### src/rtl/pico_io_pkg.sv
// rtl/pico_io_pkg.sv - shared port address map for the pico I/O hub
//
// Purpose: single place for every processor port address the hub decodes,
//          so the top level and anything that talks to it agree on the map.
// Contents: write addresses (OUT_BASE, MASK_WR, CNT_CLR) and read addresses
//           (FLAG_RD, SW_RD, LVL_RD, MASK_RD, CNT_RD_BASE).
package pico_io_pkg;

   // Write map
   localparam logic [7:0] OUT_BASE    = 8'h00;
   localparam logic [7:0] MASK_WR     = 8'h80;
   localparam logic [7:0] CNT_CLR     = 8'h81;

   // Read map
   localparam logic [7:0] FLAG_RD     = 8'h00;
   localparam logic [7:0] SW_RD       = 8'h01;
   localparam logic [7:0] LVL_RD      = 8'h02;
   localparam logic [7:0] MASK_RD     = 8'h03;
   localparam logic [7:0] CNT_RD_BASE = 8'h40;

endpackage

### src/rtl/btn_debounce_ch.sv
// rtl/btn_debounce_ch.sv - one button channel: synchroniser, debounce, press tick
//
// Purpose: brings one raw asynchronous pushbutton into the clock domain and
//          only moves the debounced level after DB_CYCLES consecutive cycles
//          in which the synchronised input disagrees with it.
// Ports:
//   clk_i    system clock
//   rst_ni   asynchronous active-low reset
//   btn_i    raw button, active-high
//   level_o  debounced level
//   press_o  one-cycle tick, high in the cycle before level_o rises
module btn_debounce_ch #(
   parameter int DB_CYCLES = 1000000
) (
   input  logic clk_i,
   input  logic rst_ni,
   input  logic btn_i,
   output logic level_o,
   output logic press_o
);

   localparam int            CW       = $clog2(DB_CYCLES);
   localparam logic [CW-1:0] CNT_LAST = CW'(DB_CYCLES - 1);

   logic          sync1_q;
   logic          sync2_q;
   logic          level_q;
   logic          level_d;
   logic [CW-1:0] cnt_q;
   logic [CW-1:0] cnt_d;
   logic          toggle;

   // Counter only runs while the synchronised input differs from the level;
   // any agreeing cycle restarts the count, which is what rejects glitches.
   always_comb begin
      cnt_d   = '0;
      level_d = level_q;
      toggle  = 1'b0;
      if (sync2_q != level_q) begin
         if (cnt_q == CNT_LAST) begin
            toggle  = 1'b1;
            level_d = ~level_q;
         end else begin
            cnt_d = cnt_q + CW'(1);
         end
      end
   end

   always_ff @(posedge clk_i or negedge rst_ni) begin
      if (!rst_ni) begin
         sync1_q <= 1'b0;
         sync2_q <= 1'b0;
         level_q <= 1'b0;
         cnt_q   <= '0;
      end else begin
         sync1_q <= btn_i;
         sync2_q <= sync1_q;
         level_q <= level_d;
         cnt_q   <= cnt_d;
      end
   end

   assign level_o = level_q;
   // Tick is aligned with the edge that raises the level, so flags and
   // counters in the parent update on that same edge. Releases never tick.
   assign press_o = toggle & ~level_q;

endmodule

### src/rtl/pico_io_hub.sv
// rtl/pico_io_hub.sv - port-mapped I/O hub for a KCPSM3-class processor
//
// Purpose: N_OUT write-only output registers plus N_BTN debounced button
//          channels with sticky press flags, wrapping press counters and a
//          maskable level interrupt, all behind the port_id/strobe bus.
// Ports:
//   clk, reset_n                  clock, asynchronous active-low reset
//   port_id, write_strobe,
//   read_strobe, out_port         processor bus inputs
//   in_port                       read data, combinational from port_id
//   sw                            raw static switches (zero-extended on read)
//   btn                           raw pushbuttons, active-high
//   out_regs                      output registers, reg i at [8i+7:8i]
//   btn_level                     debounced button levels
//   irq                           registered |(flags & mask)
module pico_io_hub
   import pico_io_pkg::*;
#(
   parameter int N_OUT     = 4,
   parameter int N_BTN     = 2,
   parameter int DB_CYCLES = 1000000,
   parameter int SW_W      = 8
) (
   input  logic                 clk,
   input  logic                 reset_n,
   input  logic [7:0]           port_id,
   input  logic                 write_strobe,
   input  logic                 read_strobe,
   input  logic [7:0]           out_port,
   output logic [7:0]           in_port,
   input  logic [SW_W-1:0]      sw,
   input  logic [N_BTN-1:0]     btn,
   output logic [8*N_OUT-1:0]   out_regs,
   output logic [N_BTN-1:0]     btn_level,
   output logic                 irq
);

   logic [N_BTN-1:0] press;
   logic [N_BTN-1:0] flags_q, flags_d;
   logic [N_BTN-1:0] mask_q,  mask_d;
   logic [7:0]       cnt_q [N_BTN];
   logic [7:0]       cnt_d [N_BTN];
   logic [7:0]       out_q [N_OUT];
   logic [7:0]       out_d [N_OUT];
   logic             irq_q, irq_d;

   for (genvar i = 0; i < N_BTN; i++) begin : g_btn
      btn_debounce_ch #(
         .DB_CYCLES (DB_CYCLES)
      ) u_db (
         .clk_i   (clk),
         .rst_ni  (reset_n),
         .btn_i   (btn[i]),
         .level_o (btn_level[i]),
         .press_o (press[i])
      );
   end

   for (genvar i = 0; i < N_OUT; i++) begin : g_out
      assign out_regs[8*i +: 8] = out_q[i];
   end

   always_comb begin
      for (int i = 0; i < N_OUT; i++) begin
         out_d[i] = out_q[i];
         if (write_strobe && (port_id == OUT_BASE + 8'(i))) begin
            out_d[i] = out_port;
         end
      end

      mask_d = mask_q;
      if (write_strobe && (port_id == MASK_WR)) begin
         mask_d = out_port[N_BTN-1:0];
      end

      // Clear first, then OR in this cycle's ticks: a press that lands on
      // the clearing read is kept, never lost.
      flags_d = flags_q;
      if (read_strobe && (port_id == FLAG_RD)) begin
         flags_d = '0;
      end
      flags_d = flags_d | press;

      // Same ordering for counters: clear-and-tick leaves the count at 1.
      for (int i = 0; i < N_BTN; i++) begin
         cnt_d[i] = cnt_q[i];
         if (write_strobe && (port_id == CNT_CLR)) begin
            cnt_d[i] = 8'h00;
         end
         if (press[i]) begin
            cnt_d[i] = cnt_d[i] + 8'h01;
         end
      end

      irq_d = |(flags_d & mask_d);
   end

   always_ff @(posedge clk or negedge reset_n) begin
      if (!reset_n) begin
         for (int i = 0; i < N_OUT; i++) out_q[i] <= 8'h00;
         for (int i = 0; i < N_BTN; i++) cnt_q[i] <= 8'h00;
         flags_q <= '0;
         mask_q  <= '0;
         irq_q   <= 1'b0;
      end else begin
         for (int i = 0; i < N_OUT; i++) out_q[i] <= out_d[i];
         for (int i = 0; i < N_BTN; i++) cnt_q[i] <= cnt_d[i];
         flags_q <= flags_d;
         mask_q  <= mask_d;
         irq_q   <= irq_d;
      end
   end

   assign irq = irq_q;

   // Read mux; narrow fields are placed in the low bits of a zeroed byte.
   always_comb begin
      in_port = 8'h00;
      unique case (port_id)
         FLAG_RD: in_port[N_BTN-1:0] = flags_q;
         SW_RD:   in_port[SW_W-1:0]  = sw;
         LVL_RD:  in_port[N_BTN-1:0] = btn_level;
         MASK_RD: in_port[N_BTN-1:0] = mask_q;
         default: begin
            for (int i = 0; i < N_BTN; i++) begin
               if (port_id == CNT_RD_BASE + 8'(i)) begin
                  in_port = cnt_q[i];
               end
            end
         end
      endcase
   end

endmodule

### config.mk
export PLATFORM = sky130hd
export DESIGN_NAME = pico_io_hub
export DESIGN_NICKNAME = d
export VERILOG_FILES = /design/src/rtl/pico_io_pkg.sv /design/src/rtl/btn_debounce_ch.sv /design/src/rtl/pico_io_hub.sv
export SDC_FILE = /design/constraint.sdc
export NUM_CORES = 1
export LEC_CHECK = 0
export BUFFER_PORTS_ARGS = -buffer_cell sky130_fd_sc_hd__buf_4
export CORE_ASPECT_RATIO = 0.6
export CORE_MARGIN = 2
export CORE_UTILIZATION = 30
export CTS_CLUSTER_SIZE = 12
export DETAILED_ROUTE_END_ITERATION = 12
export PLACE_DENSITY = 0.44
export SYNTH_ARGS = -nofsm -noshare
export SYNTH_HDL_FRONTEND = slang
export SYNTH_SLANG_ARGS = --single-unit
### constraint.sdc
create_clock -name clk -period 11.05 [get_ports clk]
set_input_delay 3.315 -clock clk [delete_from_list [all_inputs] [get_ports clk]]
set_output_delay 3.315 -clock clk [all_outputs]
set_load 0.02 [all_outputs]
==> results of run 1 <==
layer usage:
layer,global-route usage [%],vias up
met5,0,-
met4,3.61,0
met3,3.64,9
met2,19.4,56
met1,22.2,1608
li1,-,1630
flip-flops by register name (all words and copies together), names as in the netlist:
| register | flops |
|---|---|
| flags_q | 2 |
| cnt_q | 16 |
| mask_q | 2 |
| g_btn.u_db.cnt_q | 40 |
| g_btn.u_db.level_o | 2 |
| out_regs | 32 |
| g_btn.u_db.sync2_q | 2 |
| g_btn.u_db.sync1_q | 2 |
| irq | 1 |
cell families after synthesis:
| kind of cell | synth area share (%) |
|---|---|
| adders and majority gates | 1.08 |
| AOI/OAI and AO/OA | 3.05 |
| and+or+nand+nor | 21.2 |
| xor gates and xnor gates | 8.68 |
| DFF | 53.4 |
| muxes | 10.7 |
| buffers and inverters | 1.94 |
through the flow:
stage / setup slack [ns] / util, % / power (W) / hold WS [ns]
global placement: 2.60 / 35.3 / 0.000441 / 0.336
CTS: 2.56 / 37.2 / 0.000755 / 0.354
finish: 2.56 / 37.2 / 0.000743 / 0.352
detailed placement: 2.56 / 35.3 / 0.000442 / 0.340
floorplan: 2.83 / - / 0.000409 / 0.331
global route: 2.33 / 37.2 / 0.000775 / 0.362
cells in the final DEF, fill, tap and decap left out, types with 2 or more instances in the layout:
master,instances
dfrtp_1,99
buf_4,74
nor2_1,56
mux2_2,39
nand2_1,33
nand3_1,25
xnor2_1,23
xor2_1,23
nand4_1,14
and3_1,10
nor3_1,9
clkbuf_16,9
inv_1,7
nor4_1,7
nand2b_1,7
and2_1,6
a22oi_1,5
mux2i_1,4
a222oi_1,4
ha_1,4
or4_1,3
and4_1,3
a21oi_1,3
or2_2,2
o22ai_1,2
and2_0,2
and3_2,2
or3_1,2
a21o_1,2
inv_8,2
inv_6,2
synth_stat cells (8+ instances only):
library cell,count
xnor2_1,23
nand4_1,14
mux2_2,39
clkbuf_1,8
nor3_1,9
nand2_1,33
dfrtp_1,99
xor2_1,23
nand3_1,25
and3_1,10
nor2_1,56
power by group through the flow:
stage / registers (W) / logic [W] / clock network (W)
floorplan: 0.000392 / 0.0000166 / 0
global placement: 0.000387 / 0.0000540 / 0
detailed placement: 0.000387 / 0.0000548 / 0
CTS: 0.000380 / 0.0000547 / 0.000320
global route: 0.000382 / 0.0000592 / 0.000335
finish: 0.000380 / 0.0000533 / 0.000309
worst max-delay path: stages:
cell and delay (ns):
buf_4 0.13, inv_1 0.06, nor4_1 0.79, and2_0 0.44
a22oi_1 0.16, nand2_1 0.13, buf_4 0.15
final timing paths:
| path | start | end | slack [ns] | cells past startpoint |
|---|---|---|---|---|
| worst min-delay path | g_btn[0].u_db.sync1_q | g_btn[0].u_db.sync2_q | 0.35 | 0 |
| max in group asynchronous | reset_n | g_btn[0].u_db.cnt_q[17] | 6.91 | 2 |
| worst min register to register | g_btn[0].u_db.sync1_q | g_btn[0].u_db.sync2_q | 0.35 | 0 |
| min in group asynchronous | reset_n | out_regs[1] | 2.89 | 1 |
| worst max-delay path | port_id[0] | in_port[7] | 2.56 | 7 |
| worst max register to register | g_btn[0].u_db.cnt_q[0] | cnt_q[9] | 8.46 | 5 |
cell type report:
type / instances / area share [%]
sequential: 99 / 43.7
multi-input combinational: 304 / 36.5
timing repair buffer: 74 / 9.80
tap: 203 / 4.48
clock buffer: 10 / 4.04
clock inverter: 6 / 0.993
inverter: 7 / 0.463
==> run summary, run 1 <==
status - finished, final reports clean
GPL Wtd Cong - 0.779
initial core utilization - 30.4%
Mapped Nets - 456
clock power share - 41.6%
highest metal used - met4
Int Power - 0.000554 W
Flop pwr share - 51.2%
Async S/R FF share, synth - 100%
n_diodes - 0
# fillers - 1547
Hold Buf Count CTS - 0
pin count of the biggest net entering global routing - 72
EDFF count, synth - 0
area leader, netlist - dfrtp_1
GRT Util Overall - 14.3%
die height - 100 microns
Clock Path Buffers - 2
met1 wire length - 6150 microns
largest cells by area after synthesis - dfrtp_1, mux2_2, nor2_1
# rows - 35
Synth top area share - 53.4%
I/O Buffers - 72
final hold violation count - 0
crit path time final - 8.49 ns
Top FF cell, synth - dfrtp_1
cts repair resizes - 0
Synth Warn # - 0
routed length on met3 - 425 microns
Area growth, synth to finish - 22.2%
Slew Viols, Final - 0
# DRC - 0
core area - 0.0152 sq mm
Max IR drop VDD - 0.0683 mV
Post-Route Setup TNS - 0 ns
Num CTS Buffers - 9
DR vias/cell - 4.70
P_sw - 0.000189 W
skew final - 0.0117 ns
synthesized area per cell - 11.0 sq um
Non-Filler Instances - 703
grt ovf - 0
Inst Count DP - 687
area of the multi-input gates - 0.00207 sq mm
clk sink count - 99
Worst slew margin - 37.5%
switch share - 25.4%
clk root buf - clkbuf_16
Routed WL per cell - 15.8 microns
clk_lat worst skew - 0.35 ns
FF+latch area - 0.00248 sq mm
Tightest Hold Check Type - reg2reg
count of final setup violators - 0
startpoint types - input port
half-perimeter wire length after placement - 8030 microns
CP Max Fanout - 7
Netlist cell types - 45
LEAKAGE - 2.68 nW
antenna violations before repair - 0
die extent in x - 165 microns
total setup buffers inserted after CTS - 0
gate count of the mapped netlist - 422
Power Density - 131 mW/mm^2
met2 WL - 4410 microns
die area - 0.0165 sq mm
placed instance area - 0.00539 sq mm
CTS clk-pin slew, worst paths - 0.07 ns
crit path capture type - primary output
Post-Syn Area - 0.00464 sq mm
# Max-Cap Violations - 0
first-pass GRT wire length - 18100 microns
Gate power share - 7.2%
DR pass1 iterations - 5
CTS tree - built
Finished Cell Area - 0.00567 sq mm
post-synthesis sequential area ratio - 53.4%
vias in the first global route - 3315
unrepaired setup endpoints after global routing - false
layout cells sized above 1 - 27.8%
CP Data Required Time - 7.74 ns
Max Freq - 118 MHz
Synth Register Bits - 99
Setup CP Type - in2out
drt total wl - 11100 microns
Ports - 73
nets - 529
worst slew pin tran - 0.929 ns
htree depth - 3
detailed-route via count - 3303
Initial DRC Count - 211
period utilization - 76.9%
antenna-violating nets left - 0
CP arrival - 5.18 ns
(Power assumes the default switching activity.)
==> run 2: changes to the inputs <==
==> constraint.sdc (replaced) <==
create_clock -name clk -period 8.1 [get_ports clk]
set_input_delay 2.43 -clock clk [delete_from_list [all_inputs] [get_ports clk]]
set_output_delay 2.43 -clock clk [all_outputs]
set_load 0.02 [all_outputs]
==> run 2 against run 1 <==
  * Routed wire length up 1.0%
  * Highest routed layer unchanged
  * Clock power grew 31%
  * Critical endpoint unchanged
  * Critical path type unchanged
  * Global-route usage up 0.24 points
  * Combinational power rose by 37%
==> run summary, run 2 (synthesis gave the netlist of run 1 again) <==
Max IR drop VDD - 0.0783 mV (was 0.0683 mV)
Area growth, synth to finish - 22.2% (about the same)
Non-Filler Instances - 704 (was 703)
final hold violation count - 0 (unchanged)
Ports - 73 (unchanged)
drt total wl - 11200 microns (was 11100 microns)
layout cells sized above 1 - 27.9% (was 27.8%)
CTS clk-pin slew, worst paths - 0.07 ns (about the same)
skew final - 0.0117 ns (about the same)
die height - 100 microns (unchanged)
core area - 0.0152 sq mm (unchanged)
cts repair resizes - 0 (unchanged)
n_diodes - 0 (unchanged)
first-pass GRT wire length - 18600 microns (was 18100 microns)
Num CTS Buffers - 9 (unchanged)
Max Freq - 153 MHz
# DRC - 0 (unchanged)
CTS tree - built (unchanged)
htree depth - 3 (unchanged)
die area - 0.0165 sq mm (unchanged)
CP Max Fanout - 6 (was 7)
Largest Register - g_btn.u_db.cnt_q (unchanged)
hold wc startpoint - g_btn[0].u_db.sync1_q (unchanged)
unrepaired setup endpoints after global routing - false (unchanged)
Tightest Hold Check Type - reg2reg (unchanged)
Slew Viols, Final - 0 (unchanged)
GRT Util Overall - 14.5% (was 14.3%)
# Max-Cap Violations - 0 (unchanged)
commonest non-fill, non-tap cells in the layout - dfrtp_1, buf_4, nor2_1, mux2_2, nand2_1 (unchanged)
initial core utilization - 30.4% (unchanged)
Worst slew margin - 44.5% (was 37.5%)
vias in the first global route - 3420 (was 3315)
die extent in x - 165 microns (unchanged)
GPL Wtd Cong - 0.808 (was 0.779)
antenna violations before repair - 0 (unchanged)
crit path capture type - primary output (unchanged)
startpoint types - input port (unchanged)
DR pass1 iterations - 4 (was 5)
detailed-route via count - 3321 (was 3303)
FF-to-FF path depth - 5 (unchanged)
DR vias/cell - 4.72 (was 4.70)
most common cell after layout, fill and taps aside - dfrtp_1 (unchanged)
# rows - 35 (unchanged)
crit path time final - 6.55 ns
clk root buf - clkbuf_16 (unchanged)
clk_lat worst skew - 0.34 ns (was 0.35 ns)
period utilization - 80.9%
pin count of the biggest net entering global routing - 59 (was 72)
status - finished, final reports clean (unchanged)
grt ovf - 0 (unchanged)
Hold Buf Count CTS - 0 (unchanged)
CP arrival - 4.12 ns (was 5.18 ns)
Clock Path Buffers - 2 (unchanged)
nets - 530 (was 529)
total setup buffers inserted after CTS - 0 (unchanged)
LEAKAGE - 2.68 nW (about the same)
Initial DRC Count - 239 (was 211)
clk sink count - 99 (unchanged)
Post-Route Setup TNS - 0 ns (unchanged)
Worst setup startpoint - port_id[5] (was port_id[0])
worst slew pin tran - 0.828 ns (was 0.929 ns)
count of final setup violators - 0 (unchanged)
I/O Buffers - 72 (unchanged)
max reg flops - 40 (unchanged)
Routed WL per cell - 15.9 microns (was 15.8 microns)
Power Density - 176 mW/mm^2 (was 131 mW/mm^2)
antenna-violating nets left - 0 (unchanged)
worst r2r src - g_btn[1].u_db.cnt_q[12] (was g_btn[0].u_db.cnt_q[0])
Inst Count DP - 688 (was 687)
CP Data Required Time - 5.67 ns (was 7.74 ns)
Setup CP Type - in2out (unchanged)
half-perimeter wire length after placement - 8150 microns (was 8030 microns)
hold path depth - 0 (unchanged)
[run 2: cell types whose count changed in the layout (fill, tap and decap cells not counted)]
cell	previous run	this run
clkinv_4	1	2
clkinv_2	0	1
buf_4	74	75
inv_8	2	0
[run 2: power breakdown]
group,switching [W],internal (W)
Combinational,0.0000409,0.0000322
Sequential,0.0000109,0.000508
Clock,0.000194,0.000211
Total,0.000246,0.000752
[run 2: through the flow]
| step | hold slack [ns] | total power (W) | instance area [sq um] | util [%] | worst slack, ns |
|---|---|---|---|---|---|
| after floorplan | 0.331 | 0.000558 | 4640 | - | 1.65 |
| after global placement | 0.334 | 0.000601 | 5390 | 35.4 | 1.60 |
| after detailed placement | 0.336 | 0.000603 | 5390 | 35.4 | 1.55 |
| after CTS | 0.352 | 0.00101 | 5670 | 37.2 | 1.53 |
| after global routing | 0.358 | 0.00104 | 5670 | 37.2 | 1.32 |
| final | 0.350 | 0.000998 | 5670 | 37.2 | 1.55 |
[run 2: worst paths after layout]
path / end / slack [ns]
min in group asynchronous: irq / 2.06
worst min-delay path: g_btn[0].u_db.sync2_q / 0.35
worst max register to register: g_btn[1].u_db.cnt_q[18] / 5.51
worst min register to register: g_btn[0].u_db.sync2_q / 0.35
max in group asynchronous: g_btn[0].u_db.cnt_q[2] / 4.88
worst max-delay path: in_port[7] / 1.55
[run 2: final cells by class]
class / instances / area [sq um]
timing repair buffer: 75 / 563
tap: 203 / 254
inverter: 7 / 26.3
clock buffer: 10 / 229
multi-input combinational: 304 / 2070
clock inverter: 6 / 47.5
sequential: 99 / 2480
fill: 1539 / 9570
[run 2: worst max-delay path: stages]
cell	delay, ns
buf_4	0.11
or2_2	0.30
nor3_1	0.40
and2_0	0.41
a22oi_1	0.18
nand2_1	0.14
buf_4	0.15
[run 2: per-layer routing]
layer	global-route usage [%]	wire length (microns)	up-vias
met3	3.31	406	9
met1	23.2	6270	1636
met5	0	0	-
li1	-	-	1623
met2	19.4	4430	53
met4	3.34	87	0
